### src/rtl/i2c_reg_seq.sv
// Register-burst sequencer in front of a byte-level I2C master: pointer write, then a write burst or a repeated-start read burst.
// Optional watchdog on master edges is enabled by defining I2C_SEQ_TIMEOUT_EN.
module i2c_reg_seq #(
    parameter int ADDR_SZ     = 7,
    parameter int DATA_SZ     = 8,
    parameter int LEN_SZ      = 4,
    parameter int TIMEOUT_CYC = 1_000_000
) (
    input  logic               CLK,
    input  logic               RST,
    input  logic               I_START,
    input  logic [ADDR_SZ-1:0] I_DEV_ADDR,
    input  logic [DATA_SZ-1:0] I_REG_ADDR,
    input  logic               I_RW,
    input  logic [LEN_SZ-1:0]  I_LEN,
    input  logic [DATA_SZ-1:0] I_WR_DATA,
    input  logic               I_WR_VALID,
    output logic               O_WR_READY,
    output logic [DATA_SZ-1:0] O_RD_DATA,
    output logic               O_RD_VALID,
    output logic               O_DONE,
    output logic               O_ERR,
    output logic               O_SEQ_BUSY,
    output logic               O_EN,
    output logic [ADDR_SZ-1:0] O_ADDR,
    output logic               O_RW,
    output logic [DATA_SZ-1:0] O_DATA_WR,
    input  logic               I_BUSY,
    input  logic [DATA_SZ-1:0] I_DATA_RD,
    input  logic               I_ACK_FL
);
    localparam int DEPTH = 2 ** LEN_SZ;
    localparam int CW    = LEN_SZ + 1;

    typedef enum logic [1:0] {IDLE, RUN, DRAIN, DONE} state_t;

    state_t             state_q, state_d;
    logic               busy_q;
    logic [CW-1:0]      k_q, k_d, f_q, f_d, len_q, len_d, cnt_q, cnt_d;
    logic               dir_q, dir_d, err_q, err_d, en_q, en_d, rw_q, rw_d;
    logic [ADDR_SZ-1:0] addr_q, addr_d;
    logic [DATA_SZ-1:0] dwr_q, dwr_d, rd_data_q, rd_data_d;
    logic               rd_vld_q, rd_vld_d;
    logic [LEN_SZ-1:0]  wptr_q, wptr_d, rptr_q, rptr_d;
    logic [DATA_SZ-1:0] mem_q [DEPTH];
    logic               rise, fall, push, pop, flush, full;
    logic [CW-1:0]      start_len;

`ifdef I2C_SEQ_TIMEOUT_EN
    localparam int WDW = $clog2(TIMEOUT_CYC + 1);
    logic [WDW-1:0] wd_q, wd_d;
`endif

    assign rise       = I_BUSY & ~busy_q;
    assign fall       = ~I_BUSY & busy_q;
    assign full       = (cnt_q == CW'(DEPTH));
    assign O_WR_READY = (state_q == IDLE) & ~full & ~I_START;
    assign push       = I_WR_VALID & O_WR_READY;
    assign start_len  = CW'(I_LEN) + CW'(1);

    assign O_RD_DATA  = rd_data_q;
    assign O_RD_VALID = rd_vld_q;
    assign O_DONE     = (state_q == DONE);
    assign O_ERR      = err_q;
    assign O_SEQ_BUSY = (state_q != IDLE);
    assign O_EN       = en_q;
    assign O_ADDR     = addr_q;
    assign O_RW       = rw_q;
    assign O_DATA_WR  = dwr_q;

    always_comb begin
        state_d   = state_q;
        k_d       = k_q;
        f_d       = f_q;
        len_d     = len_q;
        dir_d     = dir_q;
        err_d     = err_q;
        en_d      = en_q;
        rw_d      = rw_q;
        addr_d    = addr_q;
        dwr_d     = dwr_q;
        rd_data_d = rd_data_q;
        rd_vld_d  = 1'b0;
        pop       = 1'b0;
        flush     = 1'b0;
`ifdef I2C_SEQ_TIMEOUT_EN
        wd_d      = wd_q;
`endif
        case (state_q)
            IDLE: begin
                if (I_START) begin
                    err_d = 1'b0;
                    len_d = start_len;
                    dir_d = I_RW;
                    k_d   = '0;
                    f_d   = '0;
`ifdef I2C_SEQ_TIMEOUT_EN
                    wd_d  = '0;
`endif
                    if (!I_RW && (cnt_q < start_len)) begin
                        err_d   = 1'b1;
                        state_d = DONE;
                    end else begin
                        en_d    = 1'b1;
                        addr_d  = I_DEV_ADDR;
                        rw_d    = 1'b0;
                        dwr_d   = I_REG_ADDR;
                        state_d = RUN;
                    end
                end
            end
            RUN, DRAIN: begin
                // Each rise means the master took the current byte; stage the next one.
                if (rise && state_q == RUN) begin
                    k_d = k_q + CW'(1);
                    if (k_d == len_q + CW'(1)) begin
                        en_d    = 1'b0;
                        state_d = DRAIN;
                    end else if (!dir_q) begin
                        pop   = 1'b1;
                        dwr_d = mem_q[rptr_q];
                    end else if (k_d == CW'(1)) begin
                        rw_d = 1'b1;
                    end
                end
                if (fall) begin
                    f_d = f_q + CW'(1);
                    if ((f_q == '0 || !dir_q) && I_ACK_FL) begin
                        err_d   = 1'b1;
                        en_d    = 1'b0;
                        flush   = 1'b1;
                        state_d = DRAIN;
                    end else if (dir_q && f_q != '0) begin
                        rd_data_d = I_DATA_RD;
                        rd_vld_d  = 1'b1;
                    end
                end
                if (state_q == DRAIN && !busy_q && !I_BUSY) begin
                    state_d = DONE;
                end
`ifdef I2C_SEQ_TIMEOUT_EN
                if (rise || fall) begin
                    wd_d = '0;
                end else if (wd_q == WDW'(TIMEOUT_CYC - 1)) begin
                    en_d    = 1'b0;
                    err_d   = 1'b1;
                    flush   = 1'b1;
                    state_d = DONE;
                end else begin
                    wd_d = wd_q + WDW'(1);
                end
`endif
            end
            DONE: state_d = IDLE;
            default: state_d = IDLE;
        endcase
    end

    always_comb begin
        wptr_d = wptr_q;
        rptr_d = rptr_q;
        cnt_d  = cnt_q;
        if (flush) begin
            wptr_d = '0;
            rptr_d = '0;
            cnt_d  = '0;
        end else begin
            // push is IDLE-only and pop is RUN-only, so they never coincide
            if (push) begin
                wptr_d = wptr_q + LEN_SZ'(1);
                cnt_d  = cnt_q + CW'(1);
            end
            if (pop) begin
                rptr_d = rptr_q + LEN_SZ'(1);
                cnt_d  = cnt_q - CW'(1);
            end
        end
    end

    always_ff @(posedge CLK) begin
        if (push) begin
            mem_q[wptr_q] <= I_WR_DATA;
        end
    end

    always_ff @(posedge CLK) begin
        if (RST) begin
            state_q   <= IDLE;
            busy_q    <= 1'b0;
            k_q       <= '0;
            f_q       <= '0;
            len_q     <= '0;
            dir_q     <= 1'b0;
            err_q     <= 1'b0;
            en_q      <= 1'b0;
            rw_q      <= 1'b0;
            addr_q    <= '0;
            dwr_q     <= '0;
            rd_data_q <= '0;
            rd_vld_q  <= 1'b0;
            wptr_q    <= '0;
            rptr_q    <= '0;
            cnt_q     <= '0;
`ifdef I2C_SEQ_TIMEOUT_EN
            wd_q      <= '0;
`endif
        end else begin
            state_q   <= state_d;
            busy_q    <= I_BUSY;
            k_q       <= k_d;
            f_q       <= f_d;
            len_q     <= len_d;
            dir_q     <= dir_d;
            err_q     <= err_d;
            en_q      <= en_d;
            rw_q      <= rw_d;
            addr_q    <= addr_d;
            dwr_q     <= dwr_d;
            rd_data_q <= rd_data_d;
            rd_vld_q  <= rd_vld_d;
            wptr_q    <= wptr_d;
            rptr_q    <= rptr_d;
            cnt_q     <= cnt_d;
`ifdef I2C_SEQ_TIMEOUT_EN
            wd_q      <= wd_d;
`endif
        end
    end
endmodule

### config.mk
export PLATFORM = sky130hd
export DESIGN_NAME = i2c_reg_seq
export DESIGN_NICKNAME = d
export VERILOG_FILES = /design/src/rtl/i2c_reg_seq.sv
export SDC_FILE = /design/constraint.sdc
export NUM_CORES = 1
export LEC_CHECK = 0
export BUFFER_PORTS_ARGS = -buffer_cell sky130_fd_sc_hd__buf_4
export CORE_ASPECT_RATIO = 1.75
export CORE_MARGIN = 4
export CORE_UTILIZATION = 59
export DETAILED_ROUTE_END_ITERATION = 6
export PLACE_DENSITY = 0.75
export SLEW_MARGIN = 30
export SYNTH_ARGS = -nofsm -noshare
export SYNTH_HDL_FRONTEND = slang
export SYNTH_SLANG_ARGS = --single-unit
export TNS_END_PERCENT = 50
### constraint.sdc
create_clock -name CLK -period 3.54 [get_ports CLK]
set_input_delay 0.177 -clock CLK [delete_from_list [all_inputs] [get_ports CLK]]
set_output_delay 0.177 -clock CLK [all_outputs]
set_load 0.03 [all_outputs]
# == Word-level counts from Yosys, hierarchy flattened ==
# Memories as Yosys holds them, arrays and structs flattened. A register that Yosys moved wholly into a read port is not among the register bits.
# Cells that the tools add are included.
# totals
output_inout_bits,30
word_cells,135
ramBits,128
mem_count,1
regBits,59
input_bits,42
# op_classes
eq_ne,15
n_mux,52
order_cmp,1
add_sub_neg,8
n_bitwise,13
reduce_logical,29
# mem_list
name,words,width,read_ports,rd_ports_with_merged_regs,wr,line_no,text
mem_q,16,8,1,1,1,45,logic [DATA_SZ-1:0] mem_q [DEPTH];
# op_table
op,n
2-to-1 mux 8 bit,5
2-to-1 mux 1 bit,26
2-to-1 mux 5 bit,5
"adder 5 x 1 -> 5 bit, second input constant",4
one-hot mux 5 bit (2 select lines),2
"inequality test 2 bit, second input constant",9
one-hot mux 8 bit (2 select lines),1
2-to-1 mux 2 bit,7
AND reduction 3 bit,4
"adder 4 x 1 -> 4 bit, second input constant",2
2-to-1 mux 4 bit,2
NOT 1 bit,8
AND reduction 4 bit,2
AND reduction 7 bit,1
logical AND 1 bit,6
one-hot mux 1 bit (2 select lines),3
one-hot mux 2 bit (3 select lines),1
AND reduction 6 bit,1
nonzero test 2 bit,3
"adder 4 x 1 -> 5 bit, second input constant",1
bitwise AND 1 bit,5
"equality test 5 x 1 -> 1 bit, second input constant",1
equality test 5 bit,1
"equality test 5 bit, second input constant",1
12 further kinds,17

# == Logic depth before layout (Yosys ltp) ==
# depth
depth_word,8
ltp_mapped,14
mapped_depth_nobuf,14

# == Worst setup path after synthesis ==
# Ideal clock, no wire load.
# synth_timing
path_type,flip-flop to flip-flop
startpoint,register state_q[0]
endpoint,memory mem_q[2][0] (enable)
t_required_ns,3.145
path_buffers,0
stages_incl_launch_ff,7
slack_ns,0.589
arrival_time_ns,2.556
setup_time_ns,0.395
synth_period_minus_slack_ns,2.951
cell_sequence,dfxtp_1 > inv_1 > ha_1 > nand2b_1 > a21oi_1 > nand2_1 > nor4_1
# synth_between
elab_chain_len,6
# synth_rtl
element,line_no,text
start: declaration,37,"state_t state_q, state_d;"
start signal: assignment,208,state_q <= state_d;
logical NOT 2 bit,57,assign O_WR_READY = (state_q == IDLE) & ~full & ~I_START;
bitwise AND 1 bit (2 in series),57,
via O_WR_READY,18,"output logic O_WR_READY,"
bitwise AND 1 bit,58,assign push = I_WR_VALID & O_WR_READY;
2-to-1 mux 1 bit,181,if (push) begin
2-to-1 mux 1 bit (implied by the code),182,mem_q[wptr_q] <= I_WR_DATA;
end: declaration,45,
# The timed path passes the listed nets, and every way through them passes these cells.

# == Worst setup path after layout ==
# layout_timing
startpoint,register k_q[0]
endpoint,register cnt_q[4]
# layout_between
elab_chain_len,6
word_cells_on_any_way,7
classes_between,add/sub: 1; eq/ne: 1; mux: 4; reduce/logical: 1
# layout_rtl
element,line_no,text
start: declaration,39,"logic [CW-1:0] k_q, k_d, f_q, f_d, len_q, len_d, cnt_q, cnt_d;"
start signal: assignment,210,k_q <= k_d;
adder 5 x 1 -> 5 bit *,115,k_d = k_q + CW'(1);
equality test 5 bit *,116,if (k_d == len_q + CW'(1)) begin
2-to-1 mux 1 bit *,116,
2-to-1 mux 1 bit *,114,if (rise && state_q == RUN) begin
2-to-1 mux 1 bit *,89,case (state_q)
via pop,46,"logic rise, fall, push, pop, flush, full;"
2-to-1 mux 5 bit or nonzero test 2 bit (tied branches),n/a,
end signal: assignment,223,cnt_q <= cnt_d;
end: declaration,39,
# The timed path passes the listed nets; every way through them passes the cells marked *.
# A chain may end at the register's enable or synchronous reset.

==> impl_metrics.json <==
{
  "dr.pass1.iters": 5,
  "numPlacedInstances": 817,
  "fin_ws_ps": 315,
  "cts_setup_buffers": 0,
  "ctsRootBufferMaster": "clkbuf_16",
  "portBuffers": 71,
  "slowest_stage": "dfxtp_1",
  "core.rowCount": 56,
  "r2r_end": "cnt_q[4]",
  "tightest_slew_ps": 845,
  "seq_area_frac_synth_pct": 61.9,
  "finalSetupViolCount": 0,
  "wl_um": 17600,
  "grt_overflow": 0,
  "path_cells": "ha_1, nand3_1, xor2_1, xnor2_2, o31ai_4, inv_2, ha_1, nor2b_1, o21ai_0, nand2b_1, mux2_2, mux2i_1",
  "worst-endpoint-required_ps": 3860,
  "ir_worst_vdd_uv": 446,
  "grt_pass1_wl_um": 28500,
  "final_common_cell": "edfxtp_1",
  "avgRoutedWirePerCell_um": 20.3,
  "synthesis.area_mm2": 0.00824,
  "synth-main-ff-cell": "edfxtp_1",
  "min-delay-start": "I_BUSY",
  "drt_iter0_drc": 220,
  "setup_tns_ps": 0,
  "setup.worst_path.start": "k_q[0]",
  "synth_edf_count": 128,
  "p_seq_share_pct": 43.5,
  "cp.arrival_ps": 3550,
  "drc": 0,
  "timing.rr.start": "k_q[0]",
  "first_global_vias": 5612,
  "endpoint": "cnt_q[4]",
  "post-route-period-util_pct": 91.1,
  "r2r_slack_ps": 310,
  "slowest_delay_ps": 450,
  "ys_seq_elements": 191,
  "ant_nets": 0,
  "clkPwrFrac_pct": 32.4,
  "power.internal_w": 0.00411,
  "track_usage_pct": 23.2,
  "end_kind": "register",
  "antenna_found_initial": 0,
  "slew_headroom_pct": 43.6,
  "insertion_delay_ps": 430,
  "die_width_um": 97.4,
  "rsz0062_at_grt": "no",
  "syn_inst": 590,
  "syn_nets": 656,
  "drv_cap": 0,
  "hpwl_um": 12400,
  "critPathMaxFanout": 10,
  "cts-htree-levels": 4,
  "clk_path_buf_depth": 2,
  "max_clock_freq_ghz": 0.310,
  "share_comb_of_total_power_pct": 24.1,
  "synth_top_area_share_pct": 46.6,
  "p_leak_nw": 3.59,
  "ioPinCount": 72,
  "vias_per_cell": 5.94,
  "area_growth_pct": 18.4,
  "drive_gt1_share_pct": 24.4,
  "nNetsFinal": 745,
  "clkTransAtPathRegs_ps": 80,
  "die_area_mm2": 0.0160,
  "initial_core_util_pct": 61.0,
  "cts_sinks": 191,
  "cts.repair.resized": 0,
  "ys_async_sr_fraction_pct": 0,
  "finalCriticalPeriod_ps": 3230,
  "powerDensity_mw_per_mm2": 613,
  "globalplace.congestion": 0.821,
  "avgSynthCellArea_um2": 14.0,
  "cpMostUsedCell": "ha_1",
  "startpoint_type": "register",
  "synthTopCellsByArea": "edfxtp_1 47%, dfxtp_1 15%, mux4_2 8.7%",
  "switchingPower_w": 0.00187,
  "outcome": "completed",
  "via_count": 5147,
  "yosysUniqueCellTypes": 55,
  "hp-class": "in -> reg",
  "synth_area_leader_cell": "edfxtp_1",
  "finish.utilization_pct": 72.2,
  "fin_cells": 866,
  "coreArea_mm2": 0.0135,
  "swShare_pct": 31.2,
  "critPathKind": "reg -> reg",
  "mostFrequentLayoutCells": "128 x edfxtp_1, 80 x buf_4, 61 x dfxtp_1, 57 x nor2_1, 34 x mux2i_1",
  "hold_viol_final": 0,
  "place_ws_ps": 340,
  "die_h_um": 164,
  "cts_made_buffers": 17,
  "cts_tree": "built",
  "yosysWarnings": 0,
  "n_antenna_cell": 0,
  "ff2ff_path_depth": 12,
  "clock-skew-final_ps": 10.3,
  "grt_start_max_net_pins": 38,
  "maxSlewViolCount": 0
}
state kept, by name, indices dropped and copies added, names as in the netlist, 2 cells and up, named ones only:
name / count
mem_q: 128
O_DATA_WR: 8
O_RD_DATA: 8
O_ADDR: 7
cnt_q: 5
f_q: 5
k_q: 5
len_q: 5
rptr_q: 4
wptr_q: 4
state_q: 2
synth_stat cells (2+ instances only):
cell      number
edfxtp_1     128
dfxtp_1       63
nor2_1        57
mux2i_1       34
mux4_2        32
nand2_1       29
ha_1          23
a21oi_1       22
inv_1         21
clkbuf_1      16
and2_1        13
xnor2_1       12
a21o_1        11
nand3_1       11
nor3_1         9
o21ai_0        9
o21ba_2        8
o22ai_1        8
o31ai_1        8
xor2_1         8
buf_2          7
a211oi_1       5
nand2b_1       5
buf_1          4
nand4_1        4
and3_1         3
nor2b_1        3
nor4_1         3
a31oi_1        2
and3b_1        2
nand3_2        2
nor3b_1        2
o311a_1        2
o311ai_0       2
xnor2_2        2
power groups by stage:
stage	clock (W)	sequential (W)	combinational (W)
4_1_cts	0.00196	0.00261	0.00144
6_report	0.00194	0.00260	0.00144
2_1_floorplan	0	0.00275	0.000865
3_3_place_gp	0	0.00265	0.00138
5_1_grt	0.00207	0.00262	0.00157
3_5_place_dp	0	0.00265	0.00141
worst min path at each step:
stage	cells after the start	endpoint
global placement	3	O_RD_DATA[7]
detailed placement	2	len_q[0]
finish	3	busy_q
CTS	3	busy_q
floorplan	1	len_q[0]
global route	1	mem_q[14][2]
stage by stage:
step	cell area (um2)	power, W	hold slack (ps)
finish	9760	0.00598	43.0
global route	9760	0.00626	50.2
CTS	9760	0.00601	24.6
detailed placement	8980	0.00407	406
global placement	8970	0.00402	409
floorplan	8240	0.00362	273
routing by layer:
| metal | global-route usage, % | wire length [um] |
|---|---|---|
| met1 | 23.1 | 6010 |
| met2 | 45.2 | 10200 |
| met3 | 4.72 | 695 |
| met4 | 11.2 | 630 |
| met5 | 0 | 0 |
layout make-up:
class	count	area, um2
Sequential cell	191	5110
Multi-Input combinational cell	349	2950
Inverter	22	82.6
Clock inverter	15	180
Clock buffer	17	425
Tap cell	174	218
Fill cell	891	3770
Timing Repair Buffer	98	791
what timing repair did:
| action | 4_1_cts | 5_1_grt |
|---|---|---|
| hold endpoints to repair | 17 | 0 |
| hold buffers | 17 | 0 |
| endpoints found under the setup margin | 0 | 0 |
critical path: cells and delay by family (launching register included):
kind	cells	cell delay (ps)
adder cells (fa/ha/maj)	2	630
XOR/XNOR	2	530
buffers and inverters	1	190
flip-flops	1	450
AO/OA/AOI/OAI	2	580
multiplexers	2	390
AND/OR/NAND/NOR	3	340
kinds of logic after synthesis:
family	Yosys count	synth area share, %
flops	191	61.9
fa+ha+maj	24	3.73
buf+inv	50	2.47
compound gates	88	7.59
xor+xnor	23	2.72
simple gates	147	8.55
mux	67	13.0
(Power assumes the default switching activity.)
